## config.mk

```make
export PLATFORM = sky130hd
export DESIGN_NAME = crc_check
export DESIGN_NICKNAME = d
export VERILOG_FILES = /design/src/rtl/crc_check.sv
export SDC_FILE = /design/constraint.sdc
export NUM_CORES = 1
export LEC_CHECK = 0
export BUFFER_PORTS_ARGS = -buffer_cell sky130_fd_sc_hd__buf_2
export CAP_MARGIN = 20
export CORE_UTILIZATION = 45
export DETAILED_ROUTE_END_ITERATION = 10
export PLACE_DENSITY = 0.77
export RECOVER_POWER = 50
export SLEW_MARGIN = 0
export SYNTH_ARGS = -nofsm -noshare
export SYNTH_HDL_FRONTEND = slang
export SYNTH_SLANG_ARGS = --single-unit
export TNS_END_PERCENT = 100
```

## constraint.sdc

```tcl
create_clock -name clk -period 4.6 [get_ports clk]
set_input_delay 0.46 -clock clk [delete_from_list [all_inputs] [get_ports clk]]
set_output_delay 0.46 -clock clk [all_outputs]
set_load 0.01 [all_outputs]
```

## src/rtl/crc_check.sv

```systemverilog
// Bit-serial CRC checker: divides a latched codeword by a latched generator
// polynomial MSB first and reports the remainder, a pass flag and a failure count.
module crc_check #(
  parameter int width      = 32,
  parameter int poly_width = 9
) (
  input  logic                        clk,
  input  logic                        reset,
  input  logic                        start,
  input  logic [width+poly_width-2:0] codeword,
  input  logic [poly_width-1:0]       poly,
  output logic                        busy,
  output logic                        done,
  output logic                        crc_ok,
  output logic [poly_width-2:0]       syndrome,
  output logic [15:0]                 fail_count,
  output logic [1:0]                  state_dbg
);

  localparam int N  = width + poly_width - 1;
  localparam int RW = poly_width - 1;
  localparam int CW = $clog2(N + 1);

  // Handshake: start is a request sampled only in IDLE or DONE; done is a
  // one-cycle pulse marking syndrome/crc_ok/fail_count as freshly valid.
  typedef enum logic [1:0] {
    IDLE  = 2'd0,
    SHIFT = 2'd1,
    DONE  = 2'd2
  } state_t;

  state_t        state_q, state_d;
  logic [N-1:0]  shreg_q;
  logic [RW-1:0] poly_q;
  logic [RW-1:0] rem_q;
  logic [RW-1:0] rem_next;
  logic [CW-1:0] cnt_q;
  logic          accept;
  logic          last;

  // The polynomial's leading term is implied, so its input bit is never used.
  logic unused_poly_msb;
  assign unused_poly_msb = poly[poly_width-1];

  // One LFSR step: shift in the next codeword bit, reduce when x^RW falls out.
  assign rem_next = {rem_q[RW-2:0], shreg_q[N-1]} ^ (rem_q[RW-1] ? poly_q : '0);

  always_comb begin
    state_d = state_q;
    accept  = 1'b0;
    last    = 1'b0;
    case (state_q)
      IDLE: begin
        if (start) begin
          accept  = 1'b1;
          state_d = SHIFT;
        end
      end
      SHIFT: begin
        if (cnt_q == CW'(N - 1)) begin
          last    = 1'b1;
          state_d = DONE;
        end
      end
      DONE: begin
        if (start) begin
          accept  = 1'b1;
          state_d = SHIFT;
        end else begin
          state_d = IDLE;
        end
      end
      default: state_d = IDLE;
    endcase
  end

  assign busy      = (state_q == SHIFT);
  assign done      = (state_q == DONE);
  assign state_dbg = state_q;

  always_ff @(posedge clk) begin
    if (reset) begin
      state_q    <= IDLE;
      rem_q      <= '0;
      cnt_q      <= '0;
      syndrome   <= '0;
      crc_ok     <= 1'b0;
      fail_count <= '0;
    end else begin
      state_q <= state_d;
      if (accept) begin
        rem_q <= '0;
        cnt_q <= '0;
      end else if (busy) begin
        rem_q <= rem_next;
        cnt_q <= cnt_q + CW'(1);
      end
      if (last) begin
        syndrome <= rem_next;
        crc_ok   <= (rem_next == '0);
        if ((rem_next != '0) && (fail_count != 16'hFFFF)) begin
          fail_count <= fail_count + 16'd1;
        end
      end
    end
  end

  // Operand capture needs no reset: it is always loaded before it is consumed.
  always_ff @(posedge clk) begin
    if (!reset && accept) begin
      shreg_q <= codeword;
      poly_q  <= poly[RW-1:0];
    end else if (busy) begin
      shreg_q <= {shreg_q[N-2:0], 1'b0};
    end
  end

endmodule

```

==> results.toml <==
[timing]
finalSetupViolations = 0
min_period_ns = 3.624
grt_setup_unrepaired = "false"
tightest_slew_ns = 2.407
final_cycle_utilization_of_the_critical_path_pct = 78.78
timing.final.ws_setup_ns = 0.9760
fmax_ghz = 0.2759
final.setup.tns_ns = 0
drv_slew = 94
clock_skew_ns = 0.004643
timing_hold_violations_final = 0
timing.slew.headroom_pct = -62.18

[grt]
routing_usage_on_met1_pct = 20.59
largest_net_degree_at_the_start_of_global_routing = 41
grtUsageTotal_pct = 17.23
grt.met2_usage_pct = 28.04
global_route_wire_length_before_repair_um = 11940
grt_antenna_before_repair = 0
global_route_overflow = 0
vias_in_the_first_global_route = 2662
globalRouteMet3Util_pct = 7.109
top_usage_layer = "met2"

[clock_tree]
postCtsSetupRepairBufs = 0
clock_path_buffers = 2
maximum_level_of_the_cts_h_tree = 3
cts_hold_buffers = 0
clock_latency_ns = 0.35
number_of_buffers_created_by_cts = 9
cts-root-buf = "clkbuf_8"
number_of_sinks_handled_by_clock_tree_synthesis = 89
cts.repair.resized = 0
path_clk_slew_ns = 0.09
tritoncts = "built"

[floorplanning]
fp.dieArea_sq_um = 9180
die_outline_width_um = 95.81
fp.coreArea_sq_um = 8382
floorplan.rows = 33
io_pins = 81
die_height_um = 95.81
floorplan.initialDensity_pct = 47.25

[drt]
detailedRoute.firstPassIterationCount = 4
drt_drc_violations_left = 0
detailed_route_via_count = 2750
avgRoutedWirePerCell_um = 14.03
initial_drc_count = 86
wl_um = 7381
post_drt_antenna_nets = 0
vias_per_cell = 5.228

[logic_synthesis]
yosys.cell_types.count = 40
synth_cells = 340
synth-edff-count = 48
post-synth-top-area-fraction_pct = 36.40
post_synth_instance_area_sq_um = 3960
synth-main-ff-cell = "edfxtp_1"
synth_area_per_cell_sq_um = 11.65
yosysTopAreaCell = "edfxtp_1"
post-synth-top-count-cell = "edfxtp_1"
synth_nets = 394
synth_seq_cells = 89
yosysSeqAreaShare_pct = 57.12
post_synth_most_frequent_cells = "edfxtp_1, mux2_2, dfxtp_1"
postSynth.asyncResetShare_pct = 0
synthTopCellsByArea = "edfxtp_1, dfxtp_1, mux2_2"
yosysWarnings = 0

[worst_setup_path]
worst_endpoint_data_arrival_time_ns = 3.65
worst_path_max_delay_cell = "o21ai_0"
cp_cell_sequence = "clkbuf_1 -> o21ai_0 -> buf_4"
critical_path.startpoint_type = "input pin"
worstReg2RegStart = "state_dbg[0]$_SDFFE_PP0P_"
timing.critical_path.required_ns = 4.62
crit_path_end_kind = "flop"
cp-startpoint = "reset"
worst_path_largest_cell_delay_ns = 2.05
path_class = "input pin to flop"
worst-path-max-fanout = 35

[placed_design]
dp_hpwl_um = 5153
place_ws_ns = 1.614
placed_cells_incl_taps = 509
io_buffer_count = 79
gpl.final_weighted_congestion = 0.7617

[layout]
share_of_layout_cells_above_drive_strength_1_pct = 27.08
ant_diodes = 0
layout.nets = 470
post_layout_nonfiller_instances = 526
fin_util_pct = 55.31
area.growth.synth_to_final_pct = 17.06

[power_and_ir_drop]
power.internal_uw = 1373
comb_power_share_pct = 9.4
leakage_power_uw = 0.001640
post_layout_power_uw = 1746
power.density_nw_per_um2 = 376.7
power.switching_fraction_pct = 21.39
power_frac_seq_pct = 54.0
clkPwrFrac_pct = 36.6
ir_drop_mv = 0.1904
switchingPower_uw = 373.6

[run_status]
status = "finished, violations left"
violations = "max-capacitance violations, max-slew violations"

[job]
cap_violations = 3

[min_path]
min-delay-start = "poly[3]"
worstHoldPathType = "input pin to flop"
==> layer usage <==
| layer | vias up | wire, um |
|---|---|---|
| met5 | - | 0 |
| met4 | 0 | 68 |
| met3 | 6 | 575 |
| met2 | 77 | 3419 |
| met1 | 1275 | 3319 |
| li1 | 1392 | - |
==> registers in the layout, indices dropped and copies added, names as in the netlist <==
| name | count |
|---|---|
| cnt_q | 6 |
| crc_ok | 1 |
| fail_count | 16 |
| poly_q | 8 |
| rem_q | 8 |
| shreg_q | 40 |
| state_dbg | 2 |
| syndrome | 8 |
==> worst max-delay path, delay by kind of cell <==
| kind | cells | cell delay (ns) |
|---|---|---|
| AO/OA/AOI/OAI | 1 | 2.05 |
| buffers and inverters | 2 | 1.12 |
==> cell families after synthesis <==
family          after synthesis  share of synthesized area [%]
fa+ha+maj                     2                         0.6318
buf+inv                      27                          2.812
mux                          45                          12.73
simple gates                107                          13.43
flops                        89                          57.12
xor+xnor                     17                          3.760
compound gates               53                          9.511
==> through the flow <==
stage	cell area (sq um)	hold slack [ns]
floorplan	3960	0.4537
global placement	4447	0.4622
detailed placement	4447	0.4725
CTS	4691	0.2612
global route	4636	0.2525
finish	4636	0.2843
==> power by group through the flow <==
stage | clock, uW | sequential [uW] | combinational [uW]
2_1_floorplan | 0 | 957 | 118
3_5_place_dp | 0 | 961 | 168
4_1_cts | 659 | 943 | 169
5_1_grt | 689 | 952 | 181
6_report | 640 | 943 | 163
3_3_place_gp | 0 | 959 | 163
==> area by class of cell <==
class	count	area, sq um
fillers	739	3746
flip-flops and latches	89	2262
multi-input cells	224	1587
repair buffers	82	374.1
clock buffers	11	141.4
well taps	105	131.4
clock inverters	5	102.6
inverters	10	37.54
==> cell usage in the layout (no fill, tap or decap), drive strengths merged, types with 3 or more instances in the layout <==
| master | count |
|---|---|
| nor2 | 36 |
| nand2 | 22 |
| nand2b | 4 |
| a211oi | 15 |
| mux2 | 43 |
| a21o | 6 |
| xnor2 | 4 |
| a21oi | 13 |
| inv | 10 |
| bufinv | 3 |
| o21ai | 8 |
| dfxtp | 41 |
| nand3 | 13 |
| and3 | 7 |
| edfxtp | 48 |
| buf | 51 |
| a31o | 4 |
| clkbuf | 42 |
| nor2b | 7 |
| nand4 | 7 |
| xor2 | 13 |
==> final timing paths <==
path	to	slack [ns]	cells past startpoint
hold / removal	poly_q[3]$_DFFE_PP_	0.28	1
setup / recovery	shreg_q[10]$_DFFE_PP_	0.98	3
setup reg to reg	shreg_q[10]$_DFFE_PP_	1.35	3
hold reg to reg	cnt_q[1]$_SDFFE_PP0P_	0.48	2
Power figures use the tool's default switching activity.
